--- src/rtl/prog_loader_pkg.sv ---
// Shared types and constants for the program-memory bootloader.
package prog_loader_pkg;

  typedef enum logic [2:0] {
    IDLE,
    LEN_HI,
    LEN_LO,
    DATA_HI,
    DATA_LO,
    CSUM
  } load_state_t;

  typedef enum logic [1:0] {
    RX_IDLE,
    RX_START,
    RX_DATA,
    RX_STOP
  } rx_state_t;

  localparam logic [7:0] SYNC_BYTE = 8'hA5;

  // Bit period for the default 27 MHz / 115200 baud build.
  localparam int CLKS_PER_BIT = 27000000 / 115200;

  function automatic int calc_clks_per_bit(input int clk_hz, input int baud);
    return clk_hz / baud;
  endfunction

endpackage

--- src/rtl/prog_mem_loader_if.sv ---
// CPU fetch port plus bootloader serial line and status flags.
interface prog_mem_loader_if;
  logic        uart_rx;
  logic [10:0] adr;
  logic [15:0] dout;
  logic        cpu_reset;
  logic        loading;
  logic        load_err;

  modport master (output uart_rx, adr, input dout, cpu_reset, loading, load_err);
  modport slave  (input uart_rx, adr, output dout, cpu_reset, loading, load_err);
endinterface

--- src/rtl/uart_rx_byte.sv ---
// 8N1 UART receiver: 2-flop synchronizer, mid-bit sampling, one-cycle valid/ferr strobes.
module uart_rx_byte
  import prog_loader_pkg::*;
#(
  parameter int CPB = CLKS_PER_BIT
) (
  input  logic       clk,
  input  logic       reset,
  input  logic       rx,
  output logic       rx_valid,
  output logic [7:0] rx_data,
  output logic       rx_ferr
);

  localparam int CNT_W = $clog2(CPB + 1);
  localparam logic [CNT_W-1:0] FULL = CNT_W'(CPB - 1);
  localparam logic [CNT_W-1:0] HALF = CNT_W'(CPB / 2 - 1);

  rx_state_t        state_reg, state_next;
  logic [2:0]       sync_reg;
  logic [CNT_W-1:0] cnt_reg;
  logic [2:0]       bit_reg;
  logic [7:0]       shift_reg;
  logic             rx_s, fall, tick;

  // sync_reg[2] is the previous synchronized sample, used for edge detection.
  assign rx_s    = sync_reg[1];
  assign fall    = sync_reg[2] & ~sync_reg[1];
  assign rx_data = shift_reg;

  always_ff @(posedge clk) begin
    if (!reset) begin
      sync_reg  <= 3'b111;
      state_reg <= RX_IDLE;
    end else begin
      sync_reg  <= {sync_reg[1:0], rx};
      state_reg <= state_next;
    end
  end

  always_comb begin
    state_next = state_reg;
    case (state_reg)
      RX_IDLE:  if (fall) state_next = RX_START;
      RX_START: if (tick) state_next = rx_s ? RX_IDLE : RX_DATA;
      RX_DATA:  if (tick && bit_reg == 3'd7) state_next = RX_STOP;
      RX_STOP:  if (tick) state_next = RX_IDLE;
      default:  state_next = RX_IDLE;
    endcase
  end

  always_comb begin
    tick     = 1'b0;
    rx_valid = 1'b0;
    rx_ferr  = 1'b0;
    case (state_reg)
      RX_START:         tick = (cnt_reg == HALF);
      RX_DATA, RX_STOP: tick = (cnt_reg == FULL);
      default:          tick = 1'b0;
    endcase
    rx_valid = (state_reg == RX_STOP) && tick && rx_s;
    rx_ferr  = (state_reg == RX_STOP) && tick && !rx_s;
  end

  always_ff @(posedge clk) begin
    if (!reset) begin
      cnt_reg   <= '0;
      bit_reg   <= '0;
      shift_reg <= '0;
    end else begin
      cnt_reg <= (state_reg == RX_IDLE || tick) ? '0 : cnt_reg + CNT_W'(1);
      if (state_reg == RX_IDLE) begin
        bit_reg <= '0;
      end else if (state_reg == RX_DATA && tick) begin
        shift_reg <= {rx_s, shift_reg[7:1]};
        bit_reg   <= bit_reg + 3'd1;
      end
    end
  end

endmodule

--- src/rtl/prog_mem_loader.sv ---
// Instruction memory with zero-latency fetch and a UART frame bootloader
// that holds the CPU in reset until a checksummed image has been written.
module prog_mem_loader
  import prog_loader_pkg::*;
#(
  parameter int    CLK_HZ    = 27000000,
  parameter int    BAUD      = 115200,
  parameter int    DEPTH_W   = 8,
  parameter string INIT_FILE = "",
  parameter bit    AUTO_RUN  = 1'b1,
  parameter int    TIMEOUT   = 2700000
) (
  input logic              clk,
  input logic              reset,
  prog_mem_loader_if.slave bus
);

  localparam int DEPTH = 2 ** DEPTH_W;
  localparam int CNT_W = DEPTH_W + 1;
  localparam int TMR_W = $clog2(TIMEOUT + 2);

  logic [15:0] mem [DEPTH];

  logic        rx_valid, rx_ferr;
  logic [7:0]  rx_data;
  load_state_t state_reg, state_next;
  logic [15:0] len_reg, len_now;
  logic [7:0]  hi_reg, csum_reg;
  logic [CNT_W-1:0] word_reg;
  logic [TMR_W-1:0] timer_reg;
  logic        load_err_reg, cpu_reset_reg;
  logic        len_bad, last_word, timeout, mid_abort, step;
  logic        start, abort, done, mem_we, csum_add;
  logic        adr_hi_unused;

  // Fetch address wraps: bits above DEPTH_W are don't-care.
  assign bus.dout      = mem[bus.adr[DEPTH_W-1:0]];
  assign adr_hi_unused = ^bus.adr[10:DEPTH_W];
  assign bus.loading   = (state_reg != IDLE);
  assign bus.load_err  = load_err_reg;
  assign bus.cpu_reset = cpu_reset_reg;

  uart_rx_byte #(.CPB(calc_clks_per_bit(CLK_HZ, BAUD))) u_rx (
    .clk      (clk),
    .reset    (reset),
    .rx       (bus.uart_rx),
    .rx_valid (rx_valid),
    .rx_data  (rx_data),
    .rx_ferr  (rx_ferr)
  );

  assign len_now   = {len_reg[15:8], rx_data};
  assign len_bad   = (len_now == 16'd0) || ({1'b0, len_now} > 17'(DEPTH));
  assign last_word = (16'(word_reg) + 16'd1) == len_reg;
  assign timeout   = timer_reg >= TMR_W'(TIMEOUT);

  always_ff @(posedge clk) begin
    if (!reset) state_reg <= IDLE;
    else        state_reg <= state_next;
  end

  always_comb begin
    state_next = state_reg;
    if (state_reg != IDLE && (rx_ferr || timeout)) begin
      state_next = IDLE;
    end else if (rx_valid) begin
      case (state_reg)
        IDLE:    if (rx_data == SYNC_BYTE) state_next = LEN_HI;
        LEN_HI:  state_next = LEN_LO;
        LEN_LO:  state_next = len_bad ? IDLE : DATA_HI;
        DATA_HI: state_next = DATA_LO;
        DATA_LO: state_next = last_word ? CSUM : DATA_HI;
        CSUM:    state_next = IDLE;
        default: state_next = IDLE;
      endcase
    end
  end

  always_comb begin
    mid_abort = (state_reg != IDLE) && (rx_ferr || timeout);
    step      = rx_valid && !mid_abort;
    start     = (state_reg == IDLE) && rx_valid && (rx_data == SYNC_BYTE);
    done      = step && (state_reg == CSUM) && (rx_data == csum_reg);
    abort     = mid_abort || (step && (((state_reg == LEN_LO) && len_bad) ||
                                       ((state_reg == CSUM) && (rx_data != csum_reg))));
    mem_we    = step && (state_reg == DATA_LO);
    csum_add  = step && (state_reg inside {LEN_HI, LEN_LO, DATA_HI, DATA_LO});
  end

  always_ff @(posedge clk) begin
    if (!reset) begin
      len_reg       <= '0;
      hi_reg        <= '0;
      csum_reg      <= '0;
      word_reg      <= '0;
      timer_reg     <= '0;
      load_err_reg  <= 1'b0;
      cpu_reset_reg <= AUTO_RUN;
    end else begin
      if (start)         csum_reg <= '0;
      else if (csum_add) csum_reg <= csum_reg + rx_data;
      if (step && state_reg == LEN_HI)  len_reg[15:8] <= rx_data;
      if (step && state_reg == LEN_LO)  len_reg <= len_now;
      if (step && state_reg == DATA_HI) hi_reg <= rx_data;
      if (start)       word_reg <= '0;
      else if (mem_we) word_reg <= word_reg + CNT_W'(1);
      // Inter-byte timer only runs inside a frame and restarts on every byte.
      if (state_reg == IDLE || rx_valid) timer_reg <= '0;
      else if (!timeout)                 timer_reg <= timer_reg + TMR_W'(1);
      if (start)      load_err_reg <= 1'b0;
      else if (abort) load_err_reg <= 1'b1;
      if (start)     cpu_reset_reg <= 1'b0;
      else if (done) cpu_reset_reg <= 1'b1;
    end
  end

  always_ff @(posedge clk) begin
    if (reset && mem_we) mem[word_reg[DEPTH_W-1:0]] <= {hi_reg, rx_data};
  end

endmodule

--- src/flat_wrapper.sv ---
// flat-port wrapper written by rule: the top's interface ports become plain ports
module prog_mem_loader_flat import prog_loader_pkg::*;
#(
  parameter int    CLK_HZ    = 27000000,
  parameter int    BAUD      = 115200,
  parameter int    DEPTH_W   = 8,
  parameter string INIT_FILE = "",
  parameter bit    AUTO_RUN  = 1'b1,
  parameter int    TIMEOUT   = 2700000
)
  (clk, reset, bus_uart_rx, bus_adr, bus_dout, bus_cpu_reset, bus_loading, bus_load_err);
  prog_mem_loader_if bus_i ();
  input logic clk;
  input logic reset;
  input wire logic [$bits(bus_i.uart_rx)-1:0] bus_uart_rx;
  input wire logic [$bits(bus_i.adr)-1:0] bus_adr;
  output wire logic [$bits(bus_i.dout)-1:0] bus_dout;
  output wire logic [$bits(bus_i.cpu_reset)-1:0] bus_cpu_reset;
  output wire logic [$bits(bus_i.loading)-1:0] bus_loading;
  output wire logic [$bits(bus_i.load_err)-1:0] bus_load_err;
  assign bus_i.uart_rx = bus_uart_rx;
  assign bus_i.adr = bus_adr;
  assign bus_dout = bus_i.dout;
  assign bus_cpu_reset = bus_i.cpu_reset;
  assign bus_loading = bus_i.loading;
  assign bus_load_err = bus_i.load_err;
  prog_mem_loader #(.CLK_HZ(CLK_HZ), .BAUD(BAUD), .DEPTH_W(DEPTH_W), .INIT_FILE(INIT_FILE), .AUTO_RUN(AUTO_RUN), .TIMEOUT(TIMEOUT)) u_core (.clk(clk), .reset(reset), .bus(bus_i));
endmodule
--- config.mk ---
export PLATFORM = sky130hd
export DESIGN_NAME = prog_mem_loader_flat
export DESIGN_NICKNAME = d
export VERILOG_FILES = /design/src/rtl/prog_loader_pkg.sv /design/src/rtl/prog_mem_loader_if.sv /design/src/rtl/uart_rx_byte.sv /design/src/rtl/prog_mem_loader.sv /design/src/flat_wrapper.sv
export SDC_FILE = /design/constraint.sdc
export NUM_CORES = 2
export LEC_CHECK = 0
export CAP_MARGIN = 20
export CORE_UTILIZATION = 53
export CTS_CLUSTER_DIAMETER = 100
export DETAILED_ROUTE_END_ITERATION = 10
export GPL_ROUTABILITY_DRIVEN = 1
export GPL_TIMING_DRIVEN = 0
export PLACE_DENSITY = 0.69
export SYNTH_ARGS = -nofsm -noshare
export SYNTH_HDL_FRONTEND = slang
export SYNTH_SLANG_ARGS = --single-unit
--- constraint.sdc ---
create_clock -name clk -period 7.3 [get_ports clk]
set_input_delay 1.095 -clock clk [delete_from_list [all_inputs] [get_ports clk]]
set_output_delay 1.095 -clock clk [all_outputs]
set_load 0.05 [all_outputs]
**After elaboration in Yosys (flattened, before gate mapping)**

Memories as Yosys holds them, arrays and structs flattened.
Cells that the tools add are included.

- $lt $le $gt $ge: 2
- Add/sub/neg operators: 6
- Bitwise gates (word level): 5
- Multiplexer cells: 15
- Equality and inequality tests: 20
- Reduce and logical (&&, ||, !) cells: 44

Operators with widths:

| kind | count |
|---|---|
| 22-bit by 1-bit adder with 22-bit output, second input constant | 1 |
| 22-bit >= comparator, second input constant | 1 |
| 1-bit logical AND | 20 |
| 16-bit equality test | 1 |
| 8-bit equality test, second input constant | 2 |
| 16-bit by 9-bit > comparator with 1-bit output, second input constant | 1 |
| 16-bit logical NOT | 1 |
| 3-bit case mux with 5 select lines | 1 |
| 2-bit 2-to-1 mux | 6 |
| 2-bit OR reduction | 6 |
| 9-bit by 1-bit adder with 10-bit output, second input constant | 1 |
| 9-bit by 1-bit adder with 9-bit output, second input constant | 1 |
| 3-bit equality test, second input constant | 3 |
| 8-bit by 1-bit adder with 8-bit output, second input constant | 1 |
| 8-bit adder | 1 |
| 8-bit by 7-bit equality test with 1-bit output, second input constant | 1 |
| 8-bit equality test | 1 |
| 2-bit != test, second input constant | 4 |
| 8-bit != test | 1 |
| 2-bit case mux with 4 select lines | 1 |
| 3-bit by 2-bit equality test with 1-bit output, second input constant | 2 |
| 1-bit logical OR | 6 |
| 3-bit 2-to-1 mux | 2 |
| 2-bit AND reduction | 3 |
| 16 further kinds | 24 |

- Register bits: 92
- Memory bits (writable): 4096
- Memories kept: 1
- Input port bits: 14
- Logic and storage cells: 107

Memory list:

| name | words | width | read ports | clocked after memory_dff | wr ports | line | source |
|---|---|---|---|---|---|---|---|
| u_core.mem | 256 | 16 | 1 | 0 | 1 | prog_mem_loader.sv:22 | `logic [15:0] mem [DEPTH];` |

**Logic depth before layout (Yosys ltp)**

- Word-level depth: 13
- Depth in mapped cells: 13
- Gate-level depth less buffers: 10

**Hierarchy**

A second synthesis with hierarchy kept.

- Cells, all modules: 7550
- Area total of the unflattened synthesis: 160989.4 um^2

By module, submodules not included:

| module | cells an instance | seq. area each (um^2) | instances | area each (um^2) |
|---|---|---|---|---|
| prog_mem_loader | 7445 | 124359.3 | 1 | 159957.2 |
| uart_rx_byte | 105 | 480.5 | 1 | 1032.2 |

**Least setup slack after synthesis**

Ideal clock, no wire load.

- Kind: reg2reg
- Start point: register u_core.u_rx.shift_reg[1] (netlist: u_core.u_rx.rx_data[1])
- End point: register u_core.csum_reg[7]
- Cell stages (with the launch flop): 8
- Arrival: 5351 ps
- Data required time: 7229 ps
- Setup time: 71 ps
- Period minus slack after synthesis: 5423 ps
- Setup slack: 1877 ps
- Buffers on the path: 0
- Cells stage by stage: dfxtp_1 ha_1 a21oi_1 o211ai_1 o41ai_1 xor2_1 or3_1 a21oi_1

- Word-level cells in the longest chain between the ends: 3
- Elaborated cells on any way between the ends: 4
- Classes of those cells: add/sub (1); eq/ne (1); reduce/logical (2)

RTL lines:

| what | line | source |
|---|---|---|
| start: declaration | uart_rx_byte.sv:23 | `logic [7:0] shift_reg;` |
| start signal: assignment | uart_rx_byte.sv:75 | `shift_reg <= {rx_s, shift_reg[7:1]};` |
| branches (longest 3 deep; another with 8-bit adder) | -- |  |
| end signal: assignment | prog_mem_loader.sv:101 | `else if (csum_add) csum_reg <= csum_reg + rx_data;` |
| end: declaration | prog_mem_loader.sv:28 | `logic [7:0] hi_reg, csum_reg;` |

Parallel ways; which one is timed is not known.
A chain may end at the register's enable or synchronous reset.

**Final worst setup path**

- Start point: input port bus_adr[1]
- End point: output port bus_dout[8]

- Word-level cells in the longest chain between the ends: 1

RTL lines:

| what | line | source |
|---|---|---|
| start: declaration | flat_wrapper.sv:16 | `input wire logic [$bits(bus_i.adr)-1:0] bus_adr;` |
| memory read 256 x 16 bit | -- |  |
| end: declaration | flat_wrapper.sv:17 | `output wire logic [$bits(bus_i.dout)-1:0] bus_dout;` |

Every way passes these cells.

==> results.md <==
- Pleak: between 60 and 70 nW
- Crit path DAT: approximately 6600 ps
- Largest net degree at the start of global routing: roughly 110
- Syn. warnings: 0
- Delay-heaviest family, CP: buffers and inverters
- Clock H-tree levels: 5
- CP required: a little over 6000 ps
- Final Cycle Share: 106%
- First-pass GRT wire length: between 700000 and 800000 microns
- Most common cell after layout, fill and taps aside: edfxtp_1
- Final Wtd Congestion: around 1
- Crit path capture type: output pin
- Total number of vias: ~92000
- Crit path largest cell delay: roughly 880 ps
- Hold Fails Final Rpt: 0
- Clk_lat worst skew: 1050 ps
- Vias in the first global route: between 80000 and 90000
- Ys async rst share: 0%
- Max Clock Skew: between 80 and 90 ps
- Syn_nets: about 7600
- WHS Endpoint: u_core.u_rx.sync_reg[1]
- Worst-margin pin slew: roughly 1300 ps
- EDFF count, synth: between 4000 and 5000
- Drt pass-1 iters: 7
- Antenna violations before repair: 42
- Total gr overflow: 0
- Syn-to-layout area delta: 16.9%
- Initial Util: between 50% and 60%
- Iter 0 DRT Violations: around 19000
- Site row count: 201
- Reg2Reg Capture Point: u_core.mem[227][9]
- FF+latch count, synth: between 4000 and 5000
- Startpoint Class: input pin
- Register area share after synthesis: roughly 78%
- Vias per std cell: 7.21
- Final setup violation count: 15
- CTS Hold Buffers Added: 0
- Cell variety after synth: between 60 and 70
- Reg2Reg Setup Slack: around 2200 ps
- Max reg flops: between 4000 and 5000
- Clock Tree Root: clkbuf_16
- Most frequent cells in the layout: edfxtp_1, mux4_2, clkbuf_16, mux2i_1, a22oi_1
- Place WS: -2770 ps
- Hold wc startpoint: u_core.u_rx.sync_reg[0]
- CTS Buf Count: ~410
- Peak supply drop: approximately 0.00023 V
- Kind of critical path: input pin to output pin
- CP max stage cell: nand4_1
- Ports: 33
- Final Routed Wirelength: between 500000 and 600000 microns
- Run status: finished, violations left
- Crit path top cell by count: buf_4
- DRC: 0
- Slew HR: between 10% and 20%
- RSZ-0062 raised after global routing: yes
- Post-DP HPWL: 394000 microns
- Clk slew on worst S/H paths: 60 ps
- WP buf/inv: 6
- Max frequency: ~0.13 GHz
- Die footprint: approximately 300000 sq um
- Main synth FF type: edfxtp_1
- Max-cap viol count: 0
- Power Density: 266 nW/um^2
- Worst r2r path cells: 11
- Layout cells sized above 1: between 20% and 30%
- Synth Instances: 7565
- Crit path time final: between 7000 and 8000 ps
- CTS tree: yes
- Setup WS post-layout: -418 ps
- Syn_area_per_cell: 21.2 sq um
- Core area: around 300000 sq um
- Crit path cell chain: buf_4, buf_4, buf_4, buf_4, clkbuf_4, mux4_2, a22oi_1, a21oi_1, nand4_1, nor3_4, clkdlybuf4s15_2
- CTS Buffer Depth: 4
- Die Height: approximately 550 microns
- Worst hold path class: flip-flop to flip-flop
- I/O Buffers: 22
- Antenna-violating nets left: 0
- All-layer global routing usage: a little under two fifths
- Routed len/inst: 44.9 microns
- Hold Crit Depth: 1
- Violated checks: setup timing
- Die width: about 550 microns
- Inst Count DP: about 12000
- CP Max Fanout: 11
- Max Slew Vio Count: 0
- NumNets Final: 8402
- Clock sinks: approximately 4200
- Final cell count without fillers: between 10000 and 15000
- Post-Syn Area: around 160000 sq um
worst max path at each step:
stage	from	to	slack, ps	cells past startpoint
3_5_place_dp	bus_adr[2]	bus_dout[12]	-2770	11
3_3_place_gp	bus_adr[2]	bus_dout[15]	-3570	10
2_1_floorplan	u_core.u_rx.rx_data[1]	u_core.csum_reg[7]	1880	7
5_1_grt	bus_adr[3]	bus_dout[12]	-20	12
6_report	bus_adr[1]	bus_dout[8]	-420	11
4_1_cts	bus_adr[3]	bus_dout[12]	-80	12
where the power goes:
group          total (W)  leakage [nW]  internal, W  switching (W)
clock network     0.0214          6.53       0.0120        0.00948
logic            0.00250          15.1     0.000753        0.00175
registers         0.0260          38.7       0.0260     0.00000129
total             0.0499          60.3       0.0387         0.0112
kinds of logic (layout without fill, tap and decap cells):
group / Yosys count / count (layout) / share of synthesized area, %
buffers and inverters: 464 / 1627 / 1.38
AOI/OAI and AO/OA: 847 / 847 / 3.65
and+or+nand+nor: 747 / 747 / 2.24
muxes: 1254 / 1254 / 14.5
adders and majority gates: 17 / 17 / 0.137
DFF: 4188 / 4188 / 77.8
other: 0 / 42 / 0
xor gates and xnor gates: 48 / 48 / 0.262
layer usage:
layer / part of all wire, % / routed length, microns / track usage (%) / up-vias
met5: 0.046 / 264 / 0 / -
met4: 9.4 / 53800 / 27.5 / 20
met3: 16 / 93000 / 14.6 / 2041
met2: 43 / 244000 / 53.1 / 9158
met1: 32 / 180000 / 46.1 / 47000
li1: - / - / - / 33600
Yosys cell counts (43+ instances only):
| master | number | area share, % |
|---|---|---|
| o22ai_1 | 189 | 0.74 |
| a22oi_1 | 267 | 1.2 |
| buf_1 | 43 | 0.10 |
| a211oi_1 | 75 | 0.35 |
| nor4_1 | 74 | 0.29 |
| nor2_1 | 362 | 0.85 |
| a22o_1 | 72 | 0.39 |
| buf_2 | 92 | 0.29 |
| nand2_1 | 104 | 0.24 |
| mux4_2 | 854 | 12 |
| clkbuf_1 | 226 | 0.53 |
| dfxtp_1 | 92 | 1.1 |
| mux2i_1 | 393 | 2.5 |
| a21oi_1 | 156 | 0.49 |
| nor3_1 | 45 | 0.14 |
| buf_4 | 75 | 0.35 |
| edfxtp_1 | 4096 | 77 |
cell type report:
type / count / area, sq um
Buffer: 443 / 2510
Clock buffer: 506 / 10800
Sequential cell: 4188 / 125000
Inverter: 18 / 67.6
Antenna cell: 42 / 105
Clock inverter: 267 / 2670
Timing Repair Buffer: 393 / 7130
Tap cell: 3958 / 4950
Multi-Input combinational cell: 2913 / 34300
Fill cell: 19900 / 113000
through the flow:
stage / hold slack, ps / util [%] / power, W / setup TNS, ps / area [sq um]
floorplan: 386 / - / 0.0276 / 0 / 160000
global placement: 400 / 55.1 / 0.0287 / -4872680 / 166000
detailed placement: 401 / 57.7 / 0.0288 / -34690 / 173000
CTS: 415 / 62.3 / 0.0496 / -81.9 / 187000
global route: 450 / 62.4 / 0.0506 / -17.0 / 187000
finish: 414 / 62.4 / 0.0499 / -3110 / 187000
what timing repair did:
action | CTS | global route
resized for setup | 206 | 38
endpoints found under the setup margin | 16 | 10
buffers inserted | 3 | 0
cloned | 0 | 0
pin swaps | 16 | 13
hold endpoints to repair | 0 | 0
(Power assumes the default switching activity.)
